==> src/rtl/audio_pkg.sv <==
// Shared audio definitions: default sample width, sample type and I2S framing states.
package audio_pkg;

  localparam int SAMPLE_W_DEF = 16;

  typedef logic [SAMPLE_W_DEF-1:0] sample_t;

  typedef enum logic [1:0] {
    ST_SYNC  = 2'd0,
    ST_LEFT  = 2'd1,
    ST_RIGHT = 2'd2
  } rx_state_t;

endpackage

==> src/rtl/sync_edge.sv <==
// N-stage synchronizer for the I2S pins with a BCLK rising-edge detector.
// lrck/sdin are tapped at the same depth as bclk so the three stay aligned.
module sync_edge #(
  parameter int STAGES = 2
) (
  input  logic clk,
  input  logic rst,
  input  logic bclk,
  input  logic lrck,
  input  logic sdin,
  output logic bclk_rise,
  output logic lrck_s,
  output logic sdin_s
);

  logic [STAGES-1:0] bclk_q_r;
  logic [STAGES-1:0] lrck_q_r;
  logic [STAGES-1:0] sdin_q_r;
  logic              bclk_prev_r;

  // synchronizer chains plus previous bclk for edge detection
  always_ff @(posedge clk) begin
    if (rst) begin
      bclk_q_r    <= '0;
      lrck_q_r    <= '0;
      sdin_q_r    <= '0;
      bclk_prev_r <= 1'b0;
    end else begin
      bclk_q_r    <= {bclk_q_r[STAGES-2:0], bclk};
      lrck_q_r    <= {lrck_q_r[STAGES-2:0], lrck};
      sdin_q_r    <= {sdin_q_r[STAGES-2:0], sdin};
      bclk_prev_r <= bclk_q_r[STAGES-1];
    end
  end

  assign bclk_rise = bclk_q_r[STAGES-1] & ~bclk_prev_r;
  assign lrck_s    = lrck_q_r[STAGES-1];
  assign sdin_s    = sdin_q_r[STAGES-1];

endmodule

==> src/rtl/i2s_rx.sv <==
// Standard I2S stereo receiver: oversamples the codec pins, deserializes
// MSB-first slots and presents left/right pairs on a valid/ready interface.
module i2s_rx
  import audio_pkg::*;
#(
  parameter int SAMPLE_W    = SAMPLE_W_DEF,
  parameter int SLOT_W_MAX  = 32,
  parameter int SYNC_STAGES = 2
) (
  input  logic                clk,
  input  logic                rst,
  input  logic                i2s_bclk,
  input  logic                i2s_lrck,
  input  logic                i2s_sdin,
  output logic [SAMPLE_W-1:0] sample_left,
  output logic [SAMPLE_W-1:0] sample_right,
  output logic                sample_valid,
  input  logic                sample_ready,
  output logic                overflow,
  output logic                frame_err
);

  localparam int CNT_W = $clog2(SLOT_W_MAX + 2);
  localparam int SHW   = $clog2(SAMPLE_W + 1);
  localparam logic [CNT_W-1:0] CNT_MAX = CNT_W'(SLOT_W_MAX + 1);

  logic rise_s, lrck_s, sdin_s, boundary_s;

  rx_state_t             state_r, state_n;
  logic                  lrck_prev_r, lrck_prev_n;
  logic [SAMPLE_W-1:0]   shreg_r, shreg_n, shreg_cap_s, word_s;
  logic [CNT_W-1:0]      bit_cnt_r, bit_cnt_n, cnt_cap_s;
  logic [SHW-1:0]        kept_s;
  logic [SAMPLE_W-1:0]   left_hold_r, left_hold_n, right_hold_r, right_hold_n;
  logic                  push_r, push_n, err_r, err_n;

  sync_edge #(.STAGES(SYNC_STAGES)) u_sync (
    .clk       (clk),
    .rst       (rst),
    .bclk      (i2s_bclk),
    .lrck      (i2s_lrck),
    .sdin      (i2s_sdin),
    .bclk_rise (rise_s),
    .lrck_s    (lrck_s),
    .sdin_s    (sdin_s)
  );

  // framing state and capture registers
  always_ff @(posedge clk) begin
    if (rst) begin
      state_r      <= ST_SYNC;
      lrck_prev_r  <= 1'b0;
      shreg_r      <= '0;
      bit_cnt_r    <= '0;
      left_hold_r  <= '0;
      right_hold_r <= '0;
      push_r       <= 1'b0;
      err_r        <= 1'b0;
    end else begin
      state_r      <= state_n;
      lrck_prev_r  <= lrck_prev_n;
      shreg_r      <= shreg_n;
      bit_cnt_r    <= bit_cnt_n;
      left_hold_r  <= left_hold_n;
      right_hold_r <= right_hold_n;
      push_r       <= push_n;
      err_r        <= err_n;
    end
  end

  // bit capture and slot/frame sequencing on each BCLK rise
  always_comb begin
    state_n      = state_r;
    lrck_prev_n  = lrck_prev_r;
    shreg_n      = shreg_r;
    bit_cnt_n    = bit_cnt_r;
    left_hold_n  = left_hold_r;
    right_hold_n = right_hold_r;
    push_n       = 1'b0;
    err_n        = 1'b0;
    boundary_s   = (lrck_s != lrck_prev_r);
    // only the first SAMPLE_W bits of a slot are kept; short slots get zero-padded
    shreg_cap_s  = (bit_cnt_r < CNT_W'(SAMPLE_W)) ? {shreg_r[SAMPLE_W-2:0], sdin_s} : shreg_r;
    cnt_cap_s    = (bit_cnt_r == CNT_MAX) ? bit_cnt_r : bit_cnt_r + CNT_W'(1);
    kept_s       = (cnt_cap_s >= CNT_W'(SAMPLE_W)) ? SHW'(SAMPLE_W) : SHW'(cnt_cap_s);
    word_s       = shreg_cap_s << (SHW'(SAMPLE_W) - kept_s);
    if (rise_s) begin
      lrck_prev_n = lrck_s;
      case (state_r)
        ST_SYNC: begin
          if (boundary_s && !lrck_s) begin
            shreg_n   = '0;
            bit_cnt_n = '0;
            state_n   = ST_LEFT;
          end else begin
            state_n = ST_SYNC;
          end
        end
        ST_LEFT, ST_RIGHT: begin
          if (cnt_cap_s == CNT_MAX) begin
            err_n     = 1'b1;
            shreg_n   = '0;
            bit_cnt_n = '0;
            state_n   = ST_SYNC;
          end else if (!boundary_s) begin
            shreg_n   = shreg_cap_s;
            bit_cnt_n = cnt_cap_s;
          end else if (state_r == ST_LEFT && lrck_s) begin
            left_hold_n = word_s;
            shreg_n     = '0;
            bit_cnt_n   = '0;
            state_n     = ST_RIGHT;
          end else if (state_r == ST_RIGHT && !lrck_s) begin
            right_hold_n = word_s;
            push_n       = 1'b1;
            shreg_n      = '0;
            bit_cnt_n    = '0;
            state_n      = ST_LEFT;
          end else begin
            err_n     = 1'b1;
            shreg_n   = '0;
            bit_cnt_n = '0;
            state_n   = ST_SYNC;
          end
        end
        default: begin
          shreg_n   = '0;
          bit_cnt_n = '0;
          state_n   = ST_SYNC;
        end
      endcase
    end else begin
      state_n = state_r;
    end
  end

  // output holding register with valid/ready handshake and overflow detection
  always_ff @(posedge clk) begin
    if (rst) begin
      sample_left  <= '0;
      sample_right <= '0;
      sample_valid <= 1'b0;
      overflow     <= 1'b0;
      frame_err    <= 1'b0;
    end else begin
      overflow  <= 1'b0;
      frame_err <= err_r;
      if (push_r) begin
        if (!sample_valid || sample_ready) begin
          sample_left  <= left_hold_r;
          sample_right <= right_hold_r;
          sample_valid <= 1'b1;
        end else begin
          overflow <= 1'b1;
        end
      end else if (sample_ready) begin
        sample_valid <= 1'b0;
      end else begin
        sample_valid <= sample_valid;
      end
    end
  end

endmodule

==> config.mk <==
export PLATFORM = sky130hd
export DESIGN_NAME = i2s_rx
export DESIGN_NICKNAME = d
export VERILOG_FILES = /design/src/rtl/audio_pkg.sv /design/src/rtl/sync_edge.sv /design/src/rtl/i2s_rx.sv
export SDC_FILE = /design/constraint.sdc
export NUM_CORES = 1
export LEC_CHECK = 0
export ABC_AREA = 1
export CELL_PAD_IN_SITES_DETAIL_PLACEMENT = 1
export CELL_PAD_IN_SITES_GLOBAL_PLACEMENT = 1
export CORE_UTILIZATION = 45
export DETAILED_ROUTE_END_ITERATION = 12
export PLACE_DENSITY_LB_ADDON = 0.15
export SLEW_MARGIN = 10
export SYNTH_ARGS = -nofsm -noshare
export SYNTH_HDL_FRONTEND = slang
export SYNTH_SLANG_ARGS = --single-unit
==> constraint.sdc <==
create_clock -name clk -period 7.21 [get_ports clk]
set_input_delay 1.0815 -clock clk [delete_from_list [all_inputs] [get_ports clk]]
set_output_delay 1.0815 -clock clk [all_outputs]
set_load 0.03 [all_outputs]
Yosys cells after proc, flatten, opt, wreduce, memory -nomap -nowiden:

Cells that the tools add are included.

* register bits: 101
* input bits: 6
* output and inout bits: 35
* logic and storage cells: 82

* $add $sub $neg: 2
* $lt $le $gt $ge: 2
* eq/ne operators: 8
* shift-type cells: 1
* multiplexer cells: 26
* bitwise logic cells: 8
* reductions and logical operators: 18

Operators by type and width (count)
* 2-to-1 mux 16 bit: 4
* case mux 16 bit (2 select lines): 1
* 2-to-1 mux 6 bit: 4
* << shifter 16 x 5 -> 16 bit: 1
* equality test 6 bit (second input constant): 2
* case mux 6 bit (2 select lines): 1
* 2-to-1 mux 1 bit: 11
* AND reduction 2 bit: 4
* inverter 1 bit: 7
* adder 6 x 1 -> 6 bit (second input constant): 1
* greater-or-equal comparator 6 x 5 -> 1 bit (second input constant): 1
* less-than comparator 6 x 5 -> 1 bit (second input constant): 1
* 2-to-1 mux 2 bit: 3
* AND reduction 6 bit: 1
* OR reduction 6 bit: 1
* 2-to-1 mux 5 bit: 1
* AND reduction 5 bit: 1
* subtractor 5 bit (first input constant): 1
* case mux 2 bit (2 select lines): 1
* OR reduction 2 bit: 2
* logical AND 1 bit: 3
* inequality test 3 bit (second input constant): 1
* OR reduction 3 bit: 1
* equality test 2 x 1 -> 1 bit (second input constant): 1
* other kinds (9): 10

Depth between registers and ports, before layout:

Gate-level depths: netlist of the first run.

* depth after elaboration: 7
* mapped depth: 21
* mapped depth without buffers: 18

Hierarchy:

From an unflattened synthesis of the first run, not the netlist that was laid out.

* cell total of the unflattened synthesis: 724
* area total of the unflattened synthesis: 5004.8 um2

Modules (own cells, without submodules)
* i2s_rx: instances 1, cells each 702, area an instance 4808.4 um2
* sync_edge: instances 1, cells each 22, area an instance 196.4 um2

Worst setup path after synthesis of the first run:

OpenSTA, ideal clock, no wires.

* kind: reg2reg
* start: register bit_cnt_r[0]
* end: register left_hold_r[12]
* setup time: 109 ps
* data arrival time: 2840 ps
* data required time: 7101 ps
* setup slack: 4261 ps
* cell stages (with the launch flop): 21
* clock period less this slack: 2949 ps
* path through: dfxtp_1 > ha_1 > nand2_1 > inv_1 > nand2_2 > nand2_4 > nand3_2 > inv_2 > buf_6 > buf_2 > nand2_1 > ha_1 > clkbuf_1 > clkinv_1 > clkbuf_1 > nand3_1 > nand3_1 > nand3_1 > nand3_1 > nand2_1 > inv_1

* word-level cells in the longest chain between the ends: 6
* elaborated cells between the ends (all ways): 12
* those cells by class: add/sub (2); order compare (2); eq/ne (2); shift (1); mux (3); bitwise (1); reduce/logical (1)

RTL lines
* start: declaration: line i2s_rx.sv:32 `logic [CNT_W-1:0] bit_cnt_r, bit_cnt_n, cnt_cap_s;`
* start signal: assignment: line i2s_rx.sv:63 `bit_cnt_r <= bit_cnt_n;`
* adder 6 x 1 -> 6 bit or equality test 6 bit (tied branches): line i2s_rx.sv:84 `cnt_cap_s = (bit_cnt_r == CNT_MAX) ? bit_cnt_r : bit_cnt_r + CNT_W'(1);`
* 2-to-1 mux 6 bit: line i2s_rx.sv:84
* greater-or-equal comparator 6 x 5 -> 1 bit: line i2s_rx.sv:85 `kept_s = (cnt_cap_s >= CNT_W'(SAMPLE_W)) ? SHW'(SAMPLE_W) : SHW'(cnt_cap_s);`
* 2-to-1 mux 5 bit: line i2s_rx.sv:85
* subtractor 5 bit: line i2s_rx.sv:86 `word_s = shreg_cap_s << (SHW'(SAMPLE_W) - kept_s);`
* << shifter 16 x 5 -> 16 bit: line i2s_rx.sv:86
* end signal: assignment: line i2s_rx.sv:64 `left_hold_r <= left_hold_n;`
* end: declaration: line i2s_rx.sv:34 `logic [SAMPLE_W-1:0] left_hold_r, left_hold_n, right_hold_r, right_hold_n;`

Several ways; a longest one is shown, not always the timed one.
A chain may end at the register's enable or synchronous reset.

Final worst setup path of the first run:

* start: register bit_cnt_r[0]
* end: register right_hold_r[13]

* word-level cells in the longest chain between the ends: 6
* elaborated cells between the ends (all ways): 12
* those cells by class: add/sub (2); order compare (2); eq/ne (2); shift (1); mux (3); bitwise (1); reduce/logical (1)

RTL lines
* adder 6 x 1 -> 6 bit or equality test 6 bit (tied branches): line i2s_rx.sv:84
* 2-to-1 mux 6 bit: line i2s_rx.sv:84
* greater-or-equal comparator 6 x 5 -> 1 bit: line i2s_rx.sv:85
* 2-to-1 mux 5 bit: line i2s_rx.sv:85
* subtractor 5 bit: line i2s_rx.sv:86
* << shifter 16 x 5 -> 16 bit: line i2s_rx.sv:86
* end signal: assignment: line i2s_rx.sv:65 `right_hold_r <= right_hold_n;`
* end: declaration: line i2s_rx.sv:34

Several ways; a longest one is shown, not always the timed one.

==> impl_metrics.yaml, run 1 <==
run_status:
  status: "completed"
drt:
  drtIter0Drc: 241
  num_vias: 4771
  wire_per_inst_um: 15.4
  drt_first_pass_iters: 4
  routed_wl_um: 14000
  via_per_inst: 5.25
  antenna_left: 0
  drc: 0
global_route:
  top_usage_layer: "met2"
  overflow: 0
  grt_util_all_layers_pct: 25.7
  first_global_vias: 4831
  antenna_found_initial: 0
  use_met3_pct: 4.96
  grt_pass1_wl_um: 23300
  grt_util_met1_pct: 31.6
  met2_usage_pct: 45.0
  grt_max_degree: 51
place:
  place_ws_ps: 3060
  port_buffers: 40
  dp.cells: 893
  place.gp.congestion: 0.892
  hpwlAfterDp_um: 10100
synthesis:
  synth_compound_area_share_pct: 14.3
  synth.avg_cell_area_um2: 6.69
  synth_top_family_by_area: "simple AND/OR/NAND/NOR gates"
  synth_xor_area_share_pct: 0.175
  syn_area_um2: 5010
  synth-simple-area-share_pct: 32.0
  synth_warnings: 0
  syn_inst: 749
  synth_mux_area_share_pct: 0
  synth_nets: 763
  synthAdderAreaFrac_pct: 2.00
  seq_area_frac_synth_pct: 40.3
  yosysUniqueCellTypes: 29
  ys_ff_latch: 101
floorplan:
  core_um2: 10800
  start_util_pct: 46.2
  die_w_um: 108
  die_y_um: 108
  ios: 41
  fp-row-count: 38
  die_area_um2: 11600
clocking:
  cts_sinks: 101
  post_cts_buffers: 0
  cts.reportedPaths.clkPinSlew_ps: 100
  cts_resized: 0
  cts_buffer_depth: 2
  cts_root_buf: "clkbuf_8"
  cts_tree: "built"
  hold_buffers: 0
  htree_levels: 3
  clk_latency_ps: 390
  cts_buffers: 9
critical_path:
  startpoint: "bit_cnt_r[0]"
  cp.arrival_ps: 4490
  worstPathRequired_ps: 7500
  r2r_cells: 14
  critPathCapture: "right_hold_r[13]"
  timing.rr.end: "right_hold_r[13]"
  crit_type: "register to register"
  ff2ff_setup_slack_ps: 3010
  worstSetupEndpointType: "register"
  worstSetupStartpointType: "register"
  r2r_start: "bit_cnt_r[0]"
  critical_path.max_fanout: 27
cells_and_area:
  layout_commonest_cell: "nand2_1"
  final_cell_mix: "nand2_1, nand3_1, dfxtp_1"
  area_growth_pct: 11.8
  n_antenna_cell: 0
  drive_gt1_share_pct: 5.47
  stdcell_count: 908
  fin_nets: 778
hold_path:
  hold_class: "register to register"
timing:
  setup_ws_ps: 3010
  slew-limit-headroom_pct: 32.7
  post-route-period-util_pct: 58.3
  fin_tns_setup_ps: 0
  finalHoldViolCount: 0
  finalSetupViolations: 0
  post-route-min-period_ps: 4200
  rsz0062_at_grt: "false"
  worst_pin_slew_ps: 1010
  fmax_mhz: 238
  slew_viol_final: 0
  fin_skew_ps: 21.3
pwr:
  total_power_mw: 0.922
  powerDensity_nw_per_um2: 164
  peakVddDrop_v: 0.000143
  p_leak_nw: 2.38
job:
  maxCapViolations: 0
-- metal layers --
layer	share of wire, %	vias up
met5	0	-
met4	1.4	0
met3	2.2	11
met2	49	52
met1	48	2285
li1	-	2423
-- worst min-delay path by stage --
| stage | start | end | slack [ps] | cells after the start |
|---|---|---|---|---|
| global placement | u_sync.bclk_q_r[0] | u_sync.bclk_q_r[1] | 390 | 2 |
| CTS | err_r | frame_err | 420 | 2 |
| floorplan | err_r | frame_err | 390 | 2 |
| detailed placement | u_sync.sdin_q_r[0] | u_sync.sdin_q_r[1] | 400 | 2 |
| global route | u_sync.sdin_q_r[0] | u_sync.sdin_q_r[1] | 430 | 2 |
| finish | err_r | frame_err | 410 | 2 |
-- stage by stage --
step | hold slack [ps] | utilization, % | cell area [µm²]
after floorplan | 388 | - | 5010
after global placement | 393 | 50.1 | 5430
after detailed placement | 402 | 50.1 | 5430
after CTS | 417 | 51.7 | 5600
after global routing | 433 | 51.7 | 5600
final | 412 | 51.7 | 5600
-- cells by family after synthesis --
logic type,count (synthesis)
AOI/OAI and AO/OA,140
adders and majority gates,8
DFF,101
buffers and inverters,138
xor gates and xnor gates,1
and+or+nand+nor,361
-- final cells by class --
cell class              count  area (µm²)
repair buffers             45         438
well taps                 140         175
clock inverters             5        42.5
inverters                  97         364
flip-flops and latches    101        2020
fillers                  1461        5240
clock buffers              10         128
multi-input cells         510        2430
-- worst max-delay path: stages (launching register included) --
cell and delay, ps:
dfxtp_1 450, ha_1 220, nand3_1 100, nor2_2 150, nand2_1 80, nand2_2 310, nand3_2 520, ha_1 870
clkinv_1 620, nand3_1 280, nand3_1 130, nand3_1 130, nand3_1 120, nand2_1 80, inv_1 30
-- state kept, by name, indices dropped and copies added, names as in the netlist --
name	count
u_sync.lrck_q_r	2
bit_cnt_r	6
err_r	1
left_hold_r	16
shreg_r	16
sample_valid	1
lrck_prev_r	1
u_sync.sdin_q_r	2
u_sync.bclk_q_r	2
u_sync.bclk_prev_r	1
sample_right	16
push_r	1
sample_left	16
right_hold_r	16
state_r	2
overflow	1
frame_err	1
-- power by group --
part           total [mW]  switching [mW]  internal (mW)
Sequential          0.561        0.000916          0.560
Combinational      0.0252          0.0174        0.00786
Clock               0.336           0.206          0.129
Total               0.922           0.225          0.697
-- synth_stat cells --
master | count | area (µm²)
nor2_1 | 70 | 263
buf_6 | 2 | 22.5
xnor2_1 | 1 | 8.76
inv_1 | 92 | 345
dfxtp_1 | 101 | 2020
nor2_4 | 1 | 11.3
a21oi_1 | 75 | 375
ha_1 | 8 | 100
buf_1 | 3 | 11.3
nor2_2 | 2 | 12.5
clkbuf_1 | 22 | 82.6
clkinv_1 | 2 | 7.51
inv_2 | 3 | 11.3
nand3b_1 | 3 | 22.5
buf_4 | 5 | 37.5
nand2_2 | 4 | 25.0
nand4_1 | 3 | 18.8
o21ai_0 | 58 | 290
nor3_1 | 1 | 5.00
nand3_2 | 7 | 70.1
o21ai_1 | 1 | 5.00
or2_1 | 1 | 6.26
nand2_4 | 1 | 11.3
o21a_1 | 5 | 37.5
buf_2 | 9 | 45.0
nand2_1 | 160 | 601
o21bai_1 | 1 | 7.51
nand4_2 | 2 | 25.0
nand3_1 | 106 | 531
Power figures use the tool's default switching activity.
==> run 2, diff against run 1 <==
--- a/config.mk
+++ b/config.mk
@@ -8,7 +8,7 @@
 export ABC_AREA = 1
 export CELL_PAD_IN_SITES_DETAIL_PLACEMENT = 1
 export CELL_PAD_IN_SITES_GLOBAL_PLACEMENT = 1
-export CORE_UTILIZATION = 45
+export CORE_UTILIZATION = 42
 export DETAILED_ROUTE_END_ITERATION = 12
 export PLACE_DENSITY_LB_ADDON = 0.15
 export SLEW_MARGIN = 10
==> constraint.sdc (replaced) <==
create_clock -name clk -period 4.3 [get_ports clk]
set_input_delay 0.645 -clock clk [delete_from_list [all_inputs] [get_ports clk]]
set_output_delay 0.645 -clock clk [all_outputs]
set_load 0.03 [all_outputs]
==> run 2 against run 1 <==
  * The flow now finishes with violations (DRC)
  * Non-clock buffer count rose by 6
  * Clock power up 140%
  * Largest power group unchanged
  * Core utilization is 1.7 points lower
  * Clock skew down 11 ps
  * Sequential power grew 68%
  * Sequential share of layout area is 0.96 points lower
==> impl_metrics.yaml, run 2 (synthesized netlist as in run 1, its figures left out) <==
global_route:
  grt_util_all_layers_pct: 24.7
  grt_pass1_wl_um: 24600
  antenna_found_initial: 0
  grt_max_degree: 54
  first_global_vias: 5018
  overflow: 0
clocking:
  cts_root_buf: "clkbuf_16"
  cts_resized: 0
  cts_tree: "built"
  clk_latency_ps: 360
  hold_buffers: 0
  cts_buffers: 9
  htree_levels: 3
  cts_buffer_depth: 2
  cts_sinks: 101
  post_cts_buffers: 0
  cts.reportedPaths.clkPinSlew_ps: 70
floorplan:
  start_util_pct: 43.5
  die_w_um: 111
  fp-row-count: 39
  die_y_um: 111
  core_um2: 11500
  ios: 41
  die_area_um2: 12400
critical_path:
  crit_buf_inv: 1
  crit_chain: "ha_1 -> nand3_1 -> nor2_2 -> nand2_1 -> nand2_2 -> nand4_2 -> nand3_1 -> inv_1 -> o21ai_0 -> nor2_1"
  crit_type: "register to register"
  critPathMaxStageDelay_ps: 470
  path_delay_family: "simple AND/OR/NAND/NOR gates"
  worstPathRequired_ps: 4540
  slowest_stage: "nand3_1"
  worstSetupEndpointType: "register"
  cp_common_cell: "nand3_1"
  worstSetupStartpointType: "register"
  critical_path.max_fanout: 23
  cp.arrival_ps: 3370
cells_and_area:
  nFillCells: 1509
  fin_nets: 784
  n_antenna_cell: 0
  layout_commonest_cell: "nand2_1"
  postLayoutCoreUtil_pct: 50.0
  area_growth_pct: 14.9
  seq_area_um2: 2020
  stdcell_count: 918
  drive_gt1_share_pct: 6.19
  stdcell_area_um2: 5760
  multi_input_area_um2: 2430
  final_cell_mix: "nand2_1, nand3_1, dfxtp_1"
timing:
  setup_ws_ps: 1170
  fmax_mhz: 319
  post-route-min-period_ps: 3130
  rsz0062_at_grt: "false"
  worst_pin_slew_ps: 690
  hold_ws_ps: 399
  fin_tns_setup_ps: 0
  fin_skew_ps: 10.3
  post-route-period-util_pct: 72.8
  finalHoldViolCount: 0
  finalSetupViolations: 0
  slew_viol_final: 0
  slew-limit-headroom_pct: 53.5
pwr:
  p_leak_nw: 2.45
  p_seq_share_pct: 52.8
  p_sw_mw: 0.413
  p_int_mw: 1.37
  powerDensity_nw_per_um2: 309
  p_clk_share_pct: 44.9
  peakVddDrop_v: 0.000219
  total_power_mw: 1.78
  p_comb_share_pct: 2.3
  swShare_pct: 23.2
drt:
  num_vias: 4845
  routed_wl_um: 14300
  wire_per_inst_um: 15.6
  drtIter0Drc: 286
  via_per_inst: 5.28
  drt_first_pass_iters: 9
  drc: 4
  antenna_left: 0
hold_path:
  hold_class: "register to register"
place:
  port_buffers: 40
  hpwlAfterDp_um: 10100
  dp.cells: 902
  place_ws_ps: 1210
  place.gp.congestion: 0.852
  placed_cell_area_um2: 5470
job:
  maxCapViolations: 0
run_status:
  violations: "DRC"
  status: "finished, violations left"
==> run 2: changes by cell type in the layout (fill, tap and decap cells not counted) <==
| cell | previous run | this run |
|---|---|---|
| clkbuf_16 | 0 | 9 |
| clkbuf_8 | 9 | 1 |
| buf_4 | 5 | 11 |
| clkinvlp_4 | 0 | 2 |
| inv_6 | 3 | 1 |
| buf_2 | 0 | 1 |
| clkdlybuf4s50_1 | 40 | 39 |
| clkinv_2 | 1 | 0 |
| clkinv_4 | 0 | 1 |
| nor2_1 | 68 | 69 |
| nor2_2 | 4 | 3 |
| o21ai_1 | 0 | 1 |
| o21ai_2 | 1 | 0 |
==> run 2: worst register-to-register path, cell delays in order (launching register included) <==
cell     delay [ps]
dfxtp_1         450
ha_1            210
nand3_1          90
nor2_2          140
nand2_1          90
nand2_2         360
nand4_2         310
nand3_1         470
inv_1           470
o21ai_0         350
nor2_1           80
==> run 2: layout make-up <==
cell class                 instances  share of cell area (%)
multi-input combinational        510                    42.2
sequential                       101                    35.1
timing repair buffer              51                    8.30
inverter                          97                    6.32
clock buffer                      11                    4.22
tap                              143                    3.11
clock inverter                     5                   0.761
==> run 2: routing by layer <==
| metal | vias up | global-route usage (%) | part of all wire (%) |
|---|---|---|---|
| met2 | 62 | 42.6 | 48 |
| met3 | 16 | 3.61 | 2.5 |
| met4 | 0 | 8.29 | 1.4 |
| li1 | 2445 | - | - |
| met5 | - | 0 | 0 |
| met1 | 2322 | 31.5 | 48 |
==> run 2: worst paths after layout <==
| check | start | to | slack [ps] | cells after the start |
|---|---|---|---|---|
| setup / recovery | bit_cnt_r[0] | left_hold_r[2] | 1170 | 10 |
| hold reg to reg | u_sync.lrck_q_r[0] | u_sync.lrck_q_r[1] | 400 | 2 |
| hold / removal | u_sync.lrck_q_r[0] | u_sync.lrck_q_r[1] | 400 | 2 |
| setup reg to reg | bit_cnt_r[0] | left_hold_r[2] | 1170 | 10 |
==> run 2: power groups by stage <==
stage,clock (mW),sequential (mW),combinational [mW]
floorplan,0,0.961,0.0269
global placement,0,0.962,0.0397
detailed placement,0,0.962,0.0415
CTS,0.811,0.940,0.0418
global route,0.851,0.940,0.0460
finish,0.799,0.940,0.0412
==> run 3, diff against run 2 <==
==> constraint.sdc (replaced) <==
create_clock -name clk -period 3 [get_ports clk]
set_input_delay 0.45 -clock clk [delete_from_list [all_inputs] [get_ports clk]]
set_output_delay 0.45 -clock clk [all_outputs]
set_load 0.03 [all_outputs]
==> run 3 against run 2 <==
  * Cell area increased by 1.3%
  * The run still ends with DRC left
  * Final cell count increased by 0.76%
  * Critical path depth increased by 2
  * Worst hold slack improved by 5.1 ps
  * Sequential power increased by 44%
  * Clock skew decreased by 2.1 ps
  * Core utilization increased by 0.64 points
  * Sequential share of layout area decreased by 0.40 points
  * Die area unchanged
==> impl_metrics.yaml, run 3 (synthesized netlist as in run 1, its figures left out) <==
run_status:
  status: "finished, violations left"
  violations: "DRC"
cells_and_area:
  fin_nets: 791
  postLayoutCoreUtil_pct: 50.6
  stdcell_area_um2: 5830
  layout_commonest_cell: "nand2_1"
  final_cell_mix: "nand2_1, nand3_1, dfxtp_1"
  area_growth_pct: 16.4
  n_antenna_cell: 0
  drive_gt1_share_pct: 7.54
clocking:
  htree_levels: 3
  cts_tree: "built"
  cts_sinks: 101
  cts_buffer_depth: 2
  hold_buffers: 0
  clk_latency_ps: 360
  cts_root_buf: "clkbuf_16"
  cts.reportedPaths.clkPinSlew_ps: 70
  cts_buffers: 9
timing:
  fmax_mhz: 367
  fin_skew_ps: 8.18
  fin_tns_setup_ps: 0
  rsz0062_at_grt: "false"
  post-route-period-util_pct: 90.8
  worst_pin_slew_ps: 641
  post-route-min-period_ps: 2720
  hold_ws_ps: 405
  slew_viol_final: 0
  slew-limit-headroom_pct: 57.2
  finalSetupViolations: 0
  finalHoldViolCount: 0
pwr:
  total_power_mw: 2.55
  p_seq_share_pct: 52.9
  p_leak_nw: 2.49
  p_comb_share_pct: 2.4
  swShare_pct: 22.4
  peakVddDrop_v: 0.000339
  powerDensity_nw_per_um2: 437
  p_sw_mw: 0.571
  p_int_mw: 1.98
  p_clk_share_pct: 44.7
drt:
  drtIter0Drc: 261
  drc: 4
  num_vias: 4888
  drt_first_pass_iters: 8
  antenna_left: 0
  wire_per_inst_um: 15.5
  routed_wl_um: 14300
  via_per_inst: 5.28
floorplan:
  die_area_um2: 12400
  die_w_um: 111
  start_util_pct: 43.5
  core_um2: 11500
  ios: 41
  fp-row-count: 39
  die_y_um: 111
critical_path:
  r2r_start: "bit_cnt_r[5]"
  startpoint: "bit_cnt_r[5]"
  cp.arrival_ps: 2980
  critical_path.max_fanout: 20
  worstSetupEndpointType: "register"
  crit_type: "register to register"
  worstPathRequired_ps: 3260
  worstSetupStartpointType: "register"
global_route:
  first_global_vias: 5205
  grt_pass1_wl_um: 25100
  overflow: 0
  grt_max_degree: 54
  grt_util_all_layers_pct: 25.4
  antenna_found_initial: 0
hold_path:
  min_from: "u_sync.sdin_q_r[0]"
  hold_class: "register to register"
place:
  hpwlAfterDp_um: 10000
  port_buffers: 40
  place.gp.congestion: 0.849
  placed_cell_area_um2: 5500
job:
  maxCapViolations: 0
run 3: changes by cell type in the layout (fill, tap and decap cells not counted), sizes merged:
| cell | previous run | this run |
|---|---|---|
| clkinvlp | 2 | 0 |
| clkinv | 3 | 5 |
| clkbuf | 11 | 12 |
| inv | 97 | 96 |
| buf | 12 | 19 |
run 3: metrics by stage:
stage | setup slack (ps) | std cells
2_1_floorplan | 51.2 | 749
3_3_place_gp | 259 | 906
3_5_place_dp | 146 | 906
4_1_cts | 102 | 922
5_1_grt | 2.03 | 925
6_report | 276 | 925
run 3: worst paths after layout:
check                            end  slack, ps  cells past startpoint
hold / removal    u_sync.sdin_q_r[1]        400                      2
hold reg to reg   u_sync.sdin_q_r[1]        400                      2
setup reg to reg    right_hold_r[12]        280                     12
setup / recovery    right_hold_r[12]        280                     12
run 3: cell type report:
cell class | count | area [µm²]
timing repair buffer | 58 | 543
multi-input combinational | 510 | 2430
tap | 143 | 179
sequential | 101 | 2020
inverter | 97 | 364
clock buffer | 12 | 256
fill | 1529 | 5680
clock inverter | 4 | 31.3
run 3: worst max-delay path, stage by stage, from the launching register on:
cell	delay, ps
dfxtp_1	440
inv_1	100
nor2_1	100
nand3_1	120
nand2_1	100
nand2_2	70
buf_4	210
nand4_2	180
nand4_2	520
inv_2	480
nand3_1	170
nand2_1	90
inv_1	30
run 3: per-layer routing:
| layer | track usage [%] | up-vias | part of all wire (%) |
|---|---|---|---|
| li1 | - | 2449 | - |
| met1 | 31.0 | 2347 | 45 |
| met2 | 44.3 | 73 | 50 |
| met3 | 4.76 | 19 | 3.3 |
| met4 | 9.28 | 0 | 1.9 |
| met5 | 0 | - | 0 |
run 3: timing repair:
item | in CTS | in global routing
resized for setup | 0 | 4
setup buffers | 0 | 3
setup endpoints to repair | 0 | 27
run 3: power groups by stage:
stage	combinational [mW]	sequential [mW]	clock, mW
final	0.0610	1.35	1.14
after floorplan	0.0385	1.38	0
after global routing	0.0687	1.35	1.21
after CTS	0.0613	1.35	1.17
after detailed placement	0.0597	1.38	0
after global placement	0.0566	1.38	0
